$ cat src/rtl/sad_pkg.sv
`timescale 1ns/1ps
// Shared constants for the SAD accumulator slice: FSM state codes, default widths, clog2 helper.
package sad_pkg;

    localparam int SUM_W_DEF = 12;
    localparam int BEAT_W_DEF = SUM_W_DEF + 2;

    localparam logic [2:0] ST_IDLE  = 3'd0;
    localparam logic [2:0] ST_ACCUM = 3'd1;
    localparam logic [2:0] ST_FLUSH = 3'd2;
    localparam logic [2:0] ST_DRAIN = 3'd3;
    localparam logic [2:0] ST_HOLD  = 3'd4;

    function automatic int clog2(input int v);
        int r;
        r = 0;
        while ((1 << r) < v) r++;
        return r;
    endfunction

endpackage

$ cat src/rtl/sad_cpa.sv
`timescale 1ns/1ps
// sad_cpa: registered carry-propagate adder resolving one redundant (sum, carry) beat.
module sad_cpa #(
    parameter int SUM_W = 12
) (
    input  logic             clk,
    input  logic             rst,
    input  logic             load,
    input  logic [SUM_W-1:0] in_sum,
    input  logic [SUM_W-1:0] in_carry,
    output logic [SUM_W+1:0] cpa_p1,
    output logic             vld_p1
);

    // stage 1: carry vector carries weight 2
    always_ff @(posedge clk or posedge rst) begin
        if (rst) begin
            cpa_p1 <= '0;
            vld_p1 <= 1'b0;
        end else begin
            vld_p1 <= load;
            if (load)
                cpa_p1 <= {2'b00, in_sum} + {1'b0, in_carry, 1'b0};
        end
    end

endmodule

$ cat src/rtl/sad_accumulator.sv
`timescale 1ns/1ps
// sad_accumulator: resolves compressor-tree beats and accumulates BLK_LEN of them into one SAD result.
// Define SAD_SAT_EN to saturate the accumulator (and report sad_ovf) instead of wrapping.
module sad_accumulator
    import sad_pkg::*;
#(
    parameter int SUM_W   = SUM_W_DEF,
    parameter int BLK_LEN = 16,
    parameter int ACC_W   = 17
) (
    input  logic                    clk,
    input  logic                    rst,
    input  logic                    in_valid,
    output logic                    in_ready,
    input  logic [SUM_W-1:0]        in_sum,
    input  logic [SUM_W-1:0]        in_carry,
    output logic                    sad_valid,
    input  logic                    sad_ready,
    output logic [ACC_W-1:0]        sad_out,
    output logic                    sad_ovf,
    output logic [clog2(BLK_LEN):0] beat_cnt
);

    localparam int CNT_W = clog2(BLK_LEN) + 1;
    localparam int CPA_W = SUM_W + 2;
    localparam int EXT_W = ((ACC_W > CPA_W) ? ACC_W : CPA_W) + 1;
    localparam logic [EXT_W-1:0] ACC_MAX = {{(EXT_W-ACC_W){1'b0}}, {ACC_W{1'b1}}};
    localparam logic [CNT_W-1:0] LAST_CNT = CNT_W'(BLK_LEN - 1);

    logic [2:0]       state_p0, state_nx;
    logic [CPA_W-1:0] cpa_p1;
    logic             vld_p1;
    logic [ACC_W-1:0] acc_p2;
    logic             accept, last_beat, hs;

    assign in_ready  = ~rst & ((state_p0 == ST_IDLE) | (state_p0 == ST_ACCUM));
    assign accept    = in_valid & in_ready;
    assign last_beat = accept & (beat_cnt == LAST_CNT);
    assign hs        = sad_valid & sad_ready;

    function automatic logic [EXT_W-1:0] ext_add(input logic [ACC_W-1:0] a, input logic [CPA_W-1:0] b);
        return EXT_W'(a) + EXT_W'(b);
    endfunction

    function automatic logic [ACC_W-1:0] acc_add(input logic [ACC_W-1:0] a, input logic [CPA_W-1:0] b);
        logic [EXT_W-1:0] s;
        s = ext_add(a, b);
`ifdef SAD_SAT_EN
        if (s > ACC_MAX) return {ACC_W{1'b1}};
`endif
        return s[ACC_W-1:0];
    endfunction

    sad_cpa #(.SUM_W(SUM_W)) u_cpa (
        .clk      (clk),
        .rst      (rst),
        .load     (accept),
        .in_sum   (in_sum),
        .in_carry (in_carry),
        .cpa_p1   (cpa_p1),
        .vld_p1   (vld_p1)
    );

    always_comb begin
        state_nx = state_p0;
        case (state_p0)
            ST_IDLE:  if (accept) state_nx = last_beat ? ST_FLUSH : ST_ACCUM;
            ST_ACCUM: if (last_beat) state_nx = ST_FLUSH;
            ST_FLUSH: state_nx = ST_DRAIN;
            ST_DRAIN: state_nx = ST_HOLD;
            ST_HOLD:  if (hs) state_nx = ST_IDLE;
            default:  state_nx = ST_IDLE;
        endcase
    end

    always_ff @(posedge clk or posedge rst) begin
        if (rst) begin
            state_p0 <= ST_IDLE;
            beat_cnt <= '0;
        end else begin
            state_p0 <= state_nx;
            if (hs)
                beat_cnt <= '0;
            else if (accept)
                beat_cnt <= beat_cnt + 1'b1;
        end
    end

    // stage 2: accumulate resolved beats; the result handshake starts the next block from zero
    always_ff @(posedge clk or posedge rst) begin
        if (rst)
            acc_p2 <= '0;
        else if (hs)
            acc_p2 <= '0;
        else if (vld_p1)
            acc_p2 <= acc_add(acc_p2, cpa_p1);
    end

`ifdef SAD_SAT_EN
    logic ovf_p2;

    always_ff @(posedge clk or posedge rst) begin
        if (rst)
            ovf_p2 <= 1'b0;
        else if (hs)
            ovf_p2 <= 1'b0;
        else if (vld_p1 && (ext_add(acc_p2, cpa_p1) > ACC_MAX))
            ovf_p2 <= 1'b1;
    end

    assign sad_ovf = ovf_p2;
`else
    assign sad_ovf = 1'b0;
`endif

    // stage 3: result register, loaded once the last add has landed in HOLD
    always_ff @(posedge clk or posedge rst) begin
        if (rst) begin
            sad_valid <= 1'b0;
            sad_out   <= '0;
        end else if (hs) begin
            sad_valid <= 1'b0;
        end else if (state_p0 == ST_HOLD && !sad_valid) begin
            sad_valid <= 1'b1;
            sad_out   <= acc_p2;
        end
    end

endmodule

$ cat config.mk
export PLATFORM = sky130hd
export DESIGN_NAME = sad_accumulator
export DESIGN_NICKNAME = d
export VERILOG_FILES = /design/src/rtl/sad_pkg.sv /design/src/rtl/sad_cpa.sv /design/src/rtl/sad_accumulator.sv
export SDC_FILE = /design/constraint.sdc
export NUM_CORES = 1
export LEC_CHECK = 0
export ABC_CLOCK_PERIOD_IN_PS = 2500
export BUFFER_PORTS_ARGS = -buffer_cell sky130_fd_sc_hd__buf_2
export CAP_MARGIN = 20
export CORE_AREA = 5 5 90 92
export DETAILED_ROUTE_END_ITERATION = 8
export DIE_AREA = 0 0 95 97
export PLACE_DENSITY = 0.76
export SLEW_MARGIN = 5
export SYNTH_ARGS = -nofsm -noshare
export SYNTH_HDL_FRONTEND = slang
export SYNTH_SLANG_ARGS = --single-unit
$ cat constraint.sdc
create_clock -name clk -period 2.5 [get_ports clk]
set_clock_uncertainty 0.2 [all_clocks]
set_input_delay 0.25 -clock clk [delete_from_list [all_inputs] [get_ports clk]]
set_output_delay 0.25 -clock clk [all_outputs]
set_load 0.02 [all_outputs]
==> results of run 1 <==
-- cell usage after synthesis, types with 2 or more instances --
| master | n | area, um^2 |
|---|---|---|
| o211ai_1 | 4 | 30.0 |
| a31oi_1 | 7 | 43.8 |
| mux2i_1 | 8 | 80.1 |
| mux2_2 | 17 | 191 |
| buf_6 | 2 | 22.5 |
| dfrtp_1 | 58 | 1450 |
| nand3_1 | 2 | 10.0 |
| clkbuf_1 | 6 | 22.5 |
| nor2b_1 | 2 | 12.5 |
| inv_1 | 14 | 52.6 |
| nand2_1 | 52 | 195 |
| xnor2_1 | 6 | 52.6 |
| buf_4 | 3 | 22.5 |
| a21o_1 | 7 | 52.6 |
| nand4_1 | 2 | 12.5 |
| ha_1 | 27 | 338 |
| o21a_1 | 3 | 22.5 |
| and3_1 | 3 | 18.8 |
| nand2b_1 | 5 | 31.3 |
| a41oi_1 | 2 | 17.5 |
| nor2_1 | 21 | 78.8 |
| xor2_1 | 10 | 87.6 |
| o21ai_1 | 2 | 10.0 |
| o211ai_2 | 3 | 37.5 |
| a21oi_1 | 28 | 140 |
| nand3b_1 | 2 | 15.0 |
| o21ai_0 | 29 | 145 |
| o31ai_1 | 2 | 15.0 |
| nor3_1 | 5 | 25.0 |
| a211oi_1 | 7 | 52.6 |
| fa_1 | 2 | 40.0 |
-- timing repair --
action / CTS / global route
endpoints found under the setup margin: 0 / 1
gates resized for setup: 0 / 1
hold buffers: 4 / 0
endpoints found under the hold margin: 33 / 0
-- power by group through the flow --
stage | logic (mW) | registers [mW] | clock network, mW
after floorplan | 1.22 | 1.35 | 0
after CTS | 1.56 | 1.36 | 0.856
final | 1.57 | 1.37 | 0.840
after global placement | 1.51 | 1.37 | 0
after global routing | 1.80 | 1.40 | 0.900
after detailed placement | 1.55 | 1.38 | 0
-- area by class of cell --
class,count,area [um^2],area share (%)
multi-input cells,277,1940,47.1
flip-flops and latches,58,1450,35.3
repair buffers,61,353,8.58
clock buffers,11,141,3.44
well taps,99,124,3.01
clock inverters,5,53.8,1.31
inverters,14,52.6,1.28
-- cell families (layout without fill, tap and decap cells) --
kind of cell,count (synthesis),in the layout
flops,58,58
simple gates,101,101
buf+inv,26,91
other cells,1,1
mux,26,26
xor+xnor,16,16
compound gates,104,104
fa+ha+maj,29,29
-- worst min path at each step --
stage / slack (ns) / start / endpoint
detailed placement: 0.20 / rst / beat_cnt[3]
global placement: 0.19 / rst / beat_cnt[4]
finish: 0.05 / in_carry[0] / u_cpa.cpa_p1[1]
CTS: 0.05 / in_carry[0] / u_cpa.cpa_p1[1]
global route: 0.1 / in_carry[0] / u_cpa.cpa_p1[1]
floorplan: 0.14 / sad_ready / sad_valid
-- through the flow --
stage          setup WS, ns  std cells  power (mW)
2_1_floorplan         0.366        361        2.58
3_3_place_gp          0.276        505        2.88
3_5_place_dp          0.206        505        2.93
4_1_cts               0.174        525        3.78
5_1_grt              0.0633        525        4.10
6_report              0.214        525        3.78
-- state kept, by name, summed over array words and instances (netlist names) --
name          count
acc_p2           17
beat_cnt          5
sad_out          17
sad_valid         1
state_p0          3
u_cpa.cpa_p1     14
u_cpa.vld_p1      1
-- worst max-delay path, cell delays in order, from the launching register on --
cell      delay (ns)
dfrtp_1         0.37
ha_1            0.19
inv_1           0.06
fa_1            0.42
nor2b_4         0.15
o31a_2          0.19
o211ai_2        0.13
o31ai_2         0.29
mux2i_1         0.20
-- metal layers --
| metal | up-vias | GRT usage [%] |
|---|---|---|
| met5 | - | 0 |
| met4 | 0 | 7.44 |
| met3 | 13 | 3.34 |
| li1 | 1415 | - |
| met2 | 62 | 26.6 |
| met1 | 1315 | 23.1 |
==> impl_metrics.env, run 1 <==
export IMPL_outcome="complete, no violations"
export IMPL_fmax_mhz=437
export IMPL_grt_overflow_total=0
export IMPL_synth_cells=361
export IMPL_dr_pass1_iters=4
export IMPL_yosysWarnings=0
export IMPL_seq_area_frac_synth_pct=41.3
export IMPL_vdd_drop_max_mv=0.348
export IMPL_min_period_ns=2.29
export IMPL_synth_compound_area_share_pct=18.7
export IMPL_critPathRequiredTime_ns=2.56
export IMPL_crit_end="acc_p2[16]"
export IMPL_rows=31
export IMPL_numPortBuffers=51
export IMPL_clkTransAtPathRegs_ns=0.07
export IMPL_p_switching_mw=1.47
export IMPL_worst_setup_path_type="register to register"
export IMPL_hpwl_um=5570
export IMPL_die_area_um2=9220
export IMPL_cts_tree="built"
export IMPL_cp_arrival_ns=2.34
export IMPL_avgSynthCellArea_um2=9.73
export IMPL_final_cell_mix="58 x dfrtp_1, 52 x nand2_1, 51 x buf_2"
export IMPL_p_comb_share_pct=41.6
export IMPL_wire_per_inst_um=13.6
export IMPL_setup_worst_path_end_class="register"
export IMPL_finalWeightedCongestion=0.853
export IMPL_cts_root_buf="clkbuf_8"
export IMPL_final_util_pct=57.6
export IMPL_wl_met2_um=3270
export IMPL_postRouteAntennaNets=0
export IMPL_worst_path_max_fanout=5
export IMPL_worstSkewPairLatency_ns=0.34
export IMPL_cts_buffers=9
export IMPL_vias=2805
export IMPL_internal_power_mw=2.31
export IMPL_drtIter0Drc=107
export IMPL_top_layer="met4"
export IMPL_cts_max_level=3
export IMPL_die_w_um=95
export IMPL_drc=0
export IMPL_synth_ff_type="dfrtp_1"
export IMPL_antenna_found_initial=0
export IMPL_final_common_cell="dfrtp_1"
export IMPL_wl_met1_um=3440
export IMPL_hp_class="primary input to register"
export IMPL_r2r_cells=8
export IMPL_syn_area_um2=3510
export IMPL_die_y_um=97
export IMPL_start_kind="register"
export IMPL_ys_seq_elements=58
export IMPL_rsz0062_at_grt="no"
export IMPL_synth_edf_count=0
export IMPL_start_util_pct=49.2
export IMPL_synth_cell_types=51
export IMPL_hold_worst_slack_ns=0.0539
export IMPL_nets=478
export IMPL_track_usage_pct=17.2
export IMPL_fin_area_um2=4110
export IMPL_synth_nets=418
export IMPL_p_seq_share_pct=36.2
export IMPL_via_per_inst=5.34
export IMPL_whs_path_depth=4
export IMPL_grt_max_degree=32
export IMPL_place_area_um2=3870
export IMPL_report_final_slew_viol_count=0
export IMPL_tightest_slew_ns=0.658
export IMPL_hold_viol=0
export IMPL_synth_xor_area_share_pct=3.99
export IMPL_startpoint="acc_p2[0]"
export IMPL_clockPowerShare_pct=22.3
export IMPL_wl_um=7160
export IMPL_fillers=655
export IMPL_powerDensity_nw_per_um2=918
export IMPL_r2r_slack_ns=0.21
export IMPL_first_global_vias=2839
export IMPL_synth_top_family_by_area="compound AO/OA/AOI/OAI gates"
export IMPL_synthAdderAreaFrac_pct=10.8
export IMPL_clockBufferDepth=2
export IMPL_maxCapViolCount=0
export IMPL_clkSinkCount=58
export IMPL_r2r_end="acc_p2[16]"
export IMPL_core_area_um2=7140
export IMPL_final_setup_viol_count=0
export IMPL_async_flop_share_pct=100
export IMPL_muxShareOfSynthArea_pct=8.16
export IMPL_diodes=0
export IMPL_fin_tns_setup_ns=0
export IMPL_grt_pass1_wl_um=12800
export IMPL_io_pins=53
export IMPL_synth_simple_area_share_pct=13.3
export IMPL_slew_headroom_pct=56.2
export IMPL_routed_wl_met3_um=294
export IMPL_finalCritPeriodShare_pct=91.4
export IMPL_post_cts_buffers=0
export IMPL_rr_startpoint="acc_p2[0]"
export IMPL_area_growth_pct=17.1
export IMPL_p_leak_nw=2.09
export IMPL_drive_above_1_share_pct=24.2
export IMPL_p_sw_share_pct=38.9
(Power assumes the default switching activity.)
==> run 2, diff against run 1 <==
CORE_AREA = 5 5 88 90   (was 5 5 90 92)
CTS_CLUSTER_DIAMETER = 200   (was not set)
DIE_AREA = 0 0 93 95   (was 0 0 95 97)
PLACE_DENSITY = 0.79   (was 0.76)
==> run 2 against run 1 <==
Net effect: fmax fell by 1.7%; clock-buffer cell count up 2; final area decreased by 0.79%; sequential power about the same; cell count shrank 3.8%; core utilization grew 0.81 points; global-route usage grew 1.1 points; register-to-register slack got worse by 0.04 ns; sequential cell count unchanged; die area fell by 4.1%; critical path type unchanged.
==> impl_metrics.env, run 2 (same netlist as run 1, synthesis figures left out) <==
export IMPL_hp_class="primary input to register"
export IMPL_finalCritPeriodShare_pct=93.0
export IMPL_postRouteAntennaNets=0
export IMPL_grt_overflow_total=0
export IMPL_io_pins=53
export IMPL_hold_end="u_cpa.cpa_p1[1]"
export IMPL_rsz0062_at_grt="no"
export IMPL_worstSkewPairLatency_ns=0.33
export IMPL_grt_pass1_wl_um=13000
export IMPL_rr_startpoint="acc_p2[0]"
export IMPL_final_cell_mix="58 x dfrtp_1, 52 x nand2_1, 51 x buf_2"
export IMPL_hold_viol=0
export IMPL_drive_above_1_share_pct=23.4
export IMPL_final_util_pct=58.4
export IMPL_clkTransAtPathRegs_ns=0.06
export IMPL_die_w_um=93
export IMPL_cts_max_level=3
export IMPL_outcome="complete, no violations"
export IMPL_post_cts_buffers=0
export IMPL_diodes=0
export IMPL_drtIter0Drc=188
export IMPL_clockBufferDepth=2
export IMPL_nets=476
export IMPL_report_final_slew_viol_count=0
export IMPL_vias=2814
export IMPL_r2r_slack_ns=0.18
export IMPL_crit_path_top_delay_cell="fa_1"
export IMPL_critPathRequiredTime_ns=2.56
export IMPL_via_per_inst=5.57
export IMPL_rows=31
export IMPL_cts_root_buf="clkbuf_8"
export IMPL_track_usage_pct=18.2
export IMPL_r2r_end="acc_p2[16]"
export IMPL_cts_tree="built"
export IMPL_path_delay_family="compound AO/OA/AOI/OAI gates"
export IMPL_maxCapViolCount=0
export IMPL_first_global_vias=2918
export IMPL_start_util_pct=50.3
export IMPL_die_y_um=95
export IMPL_final_common_cell="dfrtp_1"
export IMPL_vdd_drop_max_mv=0.564
export IMPL_slowest_delay_ns=0.42
export IMPL_antenna_found_initial=0
export IMPL_dr_pass1_iters=4
export IMPL_largestRegisters="acc_p2 x17, sad_out x17, u_cpa.cpa_p1 x14"
export IMPL_min_period_ns=2.32
export IMPL_cp_arrival_ns=2.38
export IMPL_r2r_cells=8
export IMPL_slew_headroom_pct=56.3
export IMPL_grt_max_degree=31
export IMPL_powerDensity_nw_per_um2=941
export IMPL_crit_buf_inv=1
export IMPL_wire_per_inst_um=14.7
export IMPL_whs_path_depth=4
export IMPL_final_setup_viol_count=0
export IMPL_fin_tns_setup_ns=0
export IMPL_p_leak_nw=2.08
export IMPL_core_area_um2=6980
export IMPL_start_kind="register"
export IMPL_fmax_mhz=430
export IMPL_drc=0
export IMPL_wl_um=7420
export IMPL_hpwl_um=5730
export IMPL_die_area_um2=8840
export IMPL_holdBufCountCts=4
export IMPL_finalWeightedCongestion=0.904
export IMPL_setup_worst_path_end_class="register"
export IMPL_numPortBuffers=51
export IMPL_worst_setup_path_type="register to register"
export IMPL_worst_path_max_fanout=5
export IMPL_clkSinkCount=58
export IMPL_cts_buffers=9
export IMPL_post_cts_resized=0
export IMPL_hold_worst_slack_ns=0.0543
export IMPL_min_from="in_carry[0]"
export IMPL_cp_cell_sequence="ha_1 > inv_1 > fa_1 > nor2b_4 > o31a_2 > o211ai_2 > o31ai_1 > mux2i_1"
export IMPL_tightest_slew_ns=0.656
export IMPL_area_growth_pct=16.2
==> run 2: cell count changes in the layout (fill, tap and decap cells not counted), sizes merged <==
cell	change
clkinv	-3
buf	-2
clkbuf	+2
==> run 2: area by class of cell <==
class	instances	area [um^2]
clock buffers	13	169
clock inverters	2	35.0
fillers	599	2900
inverters	14	52.6
multi-input cells	277	1930
flip-flops and latches	58	1450
well taps	82	103
repair buffers	59	338
==> run 2: through the flow <==
stage               setup slack [ns]  std cells  cell area (um^2)  total power [mW]
floorplan                      0.366        361              3510              2.58
CTS                            0.163        505              4080              3.83
detailed placement             0.194        486              3830              2.94
global route                  0.0204        505              4080              4.12
global placement               0.278        486              3830              2.87
finish                         0.175        505              4080              3.84
==> run 2: layer usage <==
metal	track usage [%]	vias to the layer above	routed length [um]
met4	8.67	0	127
li1	-	1407	-
met5	0	-	0
met1	23.5	1317	3400
met3	3.11	14	390
met2	29.9	76	3500
==> run 2: how the worst max path moves through the flow <==
| stage | slack (ns) | start | depth (start not counted) | end |
|---|---|---|---|---|
| after floorplan | 0.37 | acc_p2[0] | 8 | acc_p2[16] |
| after global placement | 0.28 | acc_p2[0] | 8 | acc_p2[16] |
| after CTS | 0.16 | acc_p2[0] | 8 | acc_p2[16] |
| after detailed placement | 0.19 | acc_p2[0] | 8 | acc_p2[16] |
| final | 0.18 | acc_p2[0] | 8 | acc_p2[16] |
| after global routing | 0.02 | acc_p2[0] | 8 | acc_p2[16] |
==> run 2: power by group <==
group | internal (mW) | total (mW) | switching (mW)
sequential | 1.16 | 1.37 | 0.212
combinational | 0.666 | 1.59 | 0.929
clock | 0.535 | 0.873 | 0.338
==> run 2: worst reg2reg max path, stage by stage (launching register included) <==
cell      delay [ns]
dfrtp_1         0.36
ha_1            0.20
inv_1           0.07
fa_1            0.42
nor2b_4         0.16
o31a_2          0.19
o211ai_2        0.12
o31ai_1         0.32
mux2i_1         0.21
==> run 3, diff against run 2 <==
ABC_AREA = 1   (was not set)
CORE_AREA = 5 5 91 93   (was 5 5 88 90)
DIE_AREA = 0 0 96 98   (was 0 0 93 95)
==> run 3 against run 2 <==
Net effect: core utilization rose by 0.92 points; non-clock buffer count fell by 3; combinational power rose by 58%; first-iteration DRC count fell by 9.6%; clock power rose by 24%; final area rose by 8.3%; die area rose by 6.5%; sequential power rose by 20%; wire length rose by 9.6%; clock-buffer cell count fell by 1; critical endpoint is now acc_p2[12].
==> impl_metrics.env, run 3 <==
export IMPL_path_delay_family="simple AND/OR/NAND/NOR gates"
export IMPL_numPortBuffers=51
export IMPL_postRouteAntennaNets=0
export IMPL_dp_worst_setup_slack_ns=0.410
export IMPL_critPathMostFrequentCell="nand2_1"
export IMPL_synth_cells=510
export IMPL_synthAdderAreaFrac_pct=9.99
export IMPL_p_leak_nw=2.45
export IMPL_setup_worst_path_end_class="register"
export IMPL_drive_above_1_share_pct=16.0
export IMPL_synth_compound_area_share_pct=9.49
export IMPL_ff_latch_area_um2=1450
export IMPL_grt_pass1_wl_um=14300
export IMPL_track_usage_pct=18.9
export IMPL_yosysTopAreaCellShare_pct=38.4
export IMPL_place_area_um2=4140
export IMPL_nets=626
export IMPL_layout_cells_non_filler=676
export IMPL_area_growth_pct=16.8
export IMPL_yosysTopAreaCell="dfrtp_1"
export IMPL_report_final_slew_viol_count=0
export IMPL_core_area_um2=7450
export IMPL_final_common_cell="nand2_1"
export IMPL_ys_seq_elements=58
export IMPL_die_w_um=96
export IMPL_finalCritPeriodShare_pct=84.0
export IMPL_post_cts_buffers=0
export IMPL_hp_class="primary input to register"
export IMPL_multi_input_area_um2=2020
export IMPL_wl_um=8130
export IMPL_largestRegisters="acc_p2 x17, sad_out x17, u_cpa.cpa_p1 x14"
export IMPL_cp_cell_sequence="ha_1 > inv_1 > fa_1 > inv_1 > nand2_1 > nand2_1 > nand3_1 > nand2_1 > nand2_1 > nand2_1 > nand2_1 > nand3_1 > nand2_1"
export IMPL_outcome="complete, no violations"
export IMPL_fin_area_um2=4420
export IMPL_grt_max_degree=34
export IMPL_drc=0
export IMPL_critPathRequiredTime_ns=2.52
export IMPL_fmax_mhz=476
export IMPL_synth_nets=567
export IMPL_yosys_top_cells_count="168 x nand2_1, 63 x inv_1, 58 x dfrtp_1, 39 x nand3_1, 37 x nor2_1"
export IMPL_clockBufferDepth=2
export IMPL_synth_cell_types=40
export IMPL_total_power_mw=5.24
export IMPL_yosysWarnings=0
export IMPL_synth_ff_type="dfrtp_1"
export IMPL_grt_overflow_total=0
export IMPL_vdd_drop_max_mv=0.375
export IMPL_antenna_found_initial=0
export IMPL_seq_area_frac_synth_pct=38.4
export IMPL_io_pins=53
export IMPL_cts_buffers=9
export IMPL_cts_max_level=3
export IMPL_vias=3413
export IMPL_muxShareOfSynthArea_pct=2.48
export IMPL_slew_headroom_pct=62.8
export IMPL_min_period_ns=2.10
export IMPL_hpwl_um=6340
export IMPL_tightest_slew_ns=0.558
export IMPL_hold_worst_slack_ns=0.0216
export IMPL_async_flop_share_pct=100
export IMPL_synth_simple_area_share_pct=30.5
export IMPL_finalWeightedCongestion=0.893
export IMPL_synth_top_family_by_area="simple AND/OR/NAND/NOR gates"
export IMPL_first_global_vias=3296
export IMPL_start_kind="register"
export IMPL_fin_tns_setup_ns=0
export IMPL_final_util_pct=59.3
export IMPL_crit_path_top_delay_cell="fa_1"
export IMPL_clkTransAtPathRegs_ns=0.07
export IMPL_die_area_um2=9410
export IMPL_cts_root_buf="clkbuf_8"
export IMPL_netlist_top_cells_area="dfrtp_1 38%, nand2_1 17%, ha_1 8.9%"
export IMPL_rows=32
export IMPL_dp_cells=657
export IMPL_via_per_inst=5.05
export IMPL_fin_ws_ns=0.399
export IMPL_crit_buf_inv=2
export IMPL_clkSinkCount=58
export IMPL_worstSkewPairLatency_ns=0.34
export IMPL_cts_tree="built"
export IMPL_powerDensity_nw_per_um2=1190
export IMPL_start_util_pct=50.8
export IMPL_final_setup_viol_count=0
export IMPL_maxCapViolCount=0
export IMPL_synth_xor_area_share_pct=0.926
export IMPL_synth_edf_count=0
export IMPL_wire_per_inst_um=12.0
export IMPL_rsz0062_at_grt="no"
export IMPL_worst_path_max_fanout=4
export IMPL_fillers=725
export IMPL_syn_area_um2=3780
export IMPL_slowest_delay_ns=0.39
export IMPL_worst_setup_path_type="register to register"
export IMPL_synth_most_common_cell="nand2_1"
export IMPL_die_y_um=98
export IMPL_drtIter0Drc=170
export IMPL_hold_viol=0
export IMPL_dr_pass1_iters=4
export IMPL_diodes=0
export IMPL_avgSynthCellArea_um2=7.42
export IMPL_final_cell_mix="168 x nand2_1, 62 x inv_1, 58 x dfrtp_1"
export IMPL_cp_arrival_ns=2.12
run 3: cell count changes after synthesis, moves of 5 or more:
cell      delta
nor2_1      +16
a31oi_1      -7
mux2i_1      -8
nand2b_1     -5
nand3_1     +37
a21o_1       -7
clkbuf_1     -5
nand2_1    +116
a21oi_1      -6
a211oi_1     -7
xor2_1       -9
inv_1       +49
mux2_2      -10
run 3: power breakdown:
part	internal, mW	switching, mW	leakage [nW]
clock	0.717	0.363	0.123
sequential	1.33	0.312	0.745
combinational	0.928	1.59	1.59
total	2.98	2.26	2.45
run 3: logic make-up (layout without fill, tap and decap cells):
| logic type | after synthesis | in the layout |
|---|---|---|
| other | 1 | 1 |
| multiplexers | 8 | 8 |
| flip-flops | 58 | 58 |
| adder cells (fa/ha/maj) | 29 | 29 |
| AO/OA/AOI/OAI | 67 | 67 |
| buffers and inverters | 75 | 139 |
| XOR/XNOR | 4 | 4 |
| AND/OR/NAND/NOR | 268 | 268 |
run 3: routing by layer:
layer	up-vias	share of wire (%)	global-route usage [%]
met5	-	0	0
met4	0	2.0	7.55
met3	15	4.6	3.24
met2	87	47	30.1
met1	1554	47	25.4
li1	1757	-	-
run 3: tightest hold or removal path, stage by stage:
cell and delay (ns):
buf_2 0.11, nand2_1 0.06, nand2_1 0.05, o21ai_0 0.06
run 3: repair_timing:
item,4_1_cts,5_1_grt
hold buffers,3,0
endpoints found under the hold margin,27,0
resized for setup,0,0
endpoints found under the setup margin,0,0
run 3: path summary, 6_finish.rpt:
| kind | start | end | slack [ns] | cells past startpoint |
|---|---|---|---|---|
| hold / removal | in_carry[11] | u_cpa.cpa_p1[12] | 0.02 | 4 |
| setup / recovery | u_cpa.cpa_p1[0] | acc_p2[12] | 0.40 | 13 |
| hold reg to reg | sad_out[5] | sad_out[5] | 0.28 | 2 |
| max in group asynchronous | rst | u_cpa.cpa_p1[4] | 1.20 | 4 |
| min in group asynchronous | rst | sad_out[12] | 0.34 | 3 |
| setup reg to reg | u_cpa.cpa_p1[0] | acc_p2[12] | 0.40 | 13 |
run 3: final cells by class:
class / count / share of cell area, %
timing repair buffer: 56 / 7.08
tap: 102 / 2.89
inverter: 67 / 5.69
clock inverter: 4 / 2.21
multi-input combinational: 377 / 45.8
clock buffer: 12 / 3.51
sequential: 58 / 32.8
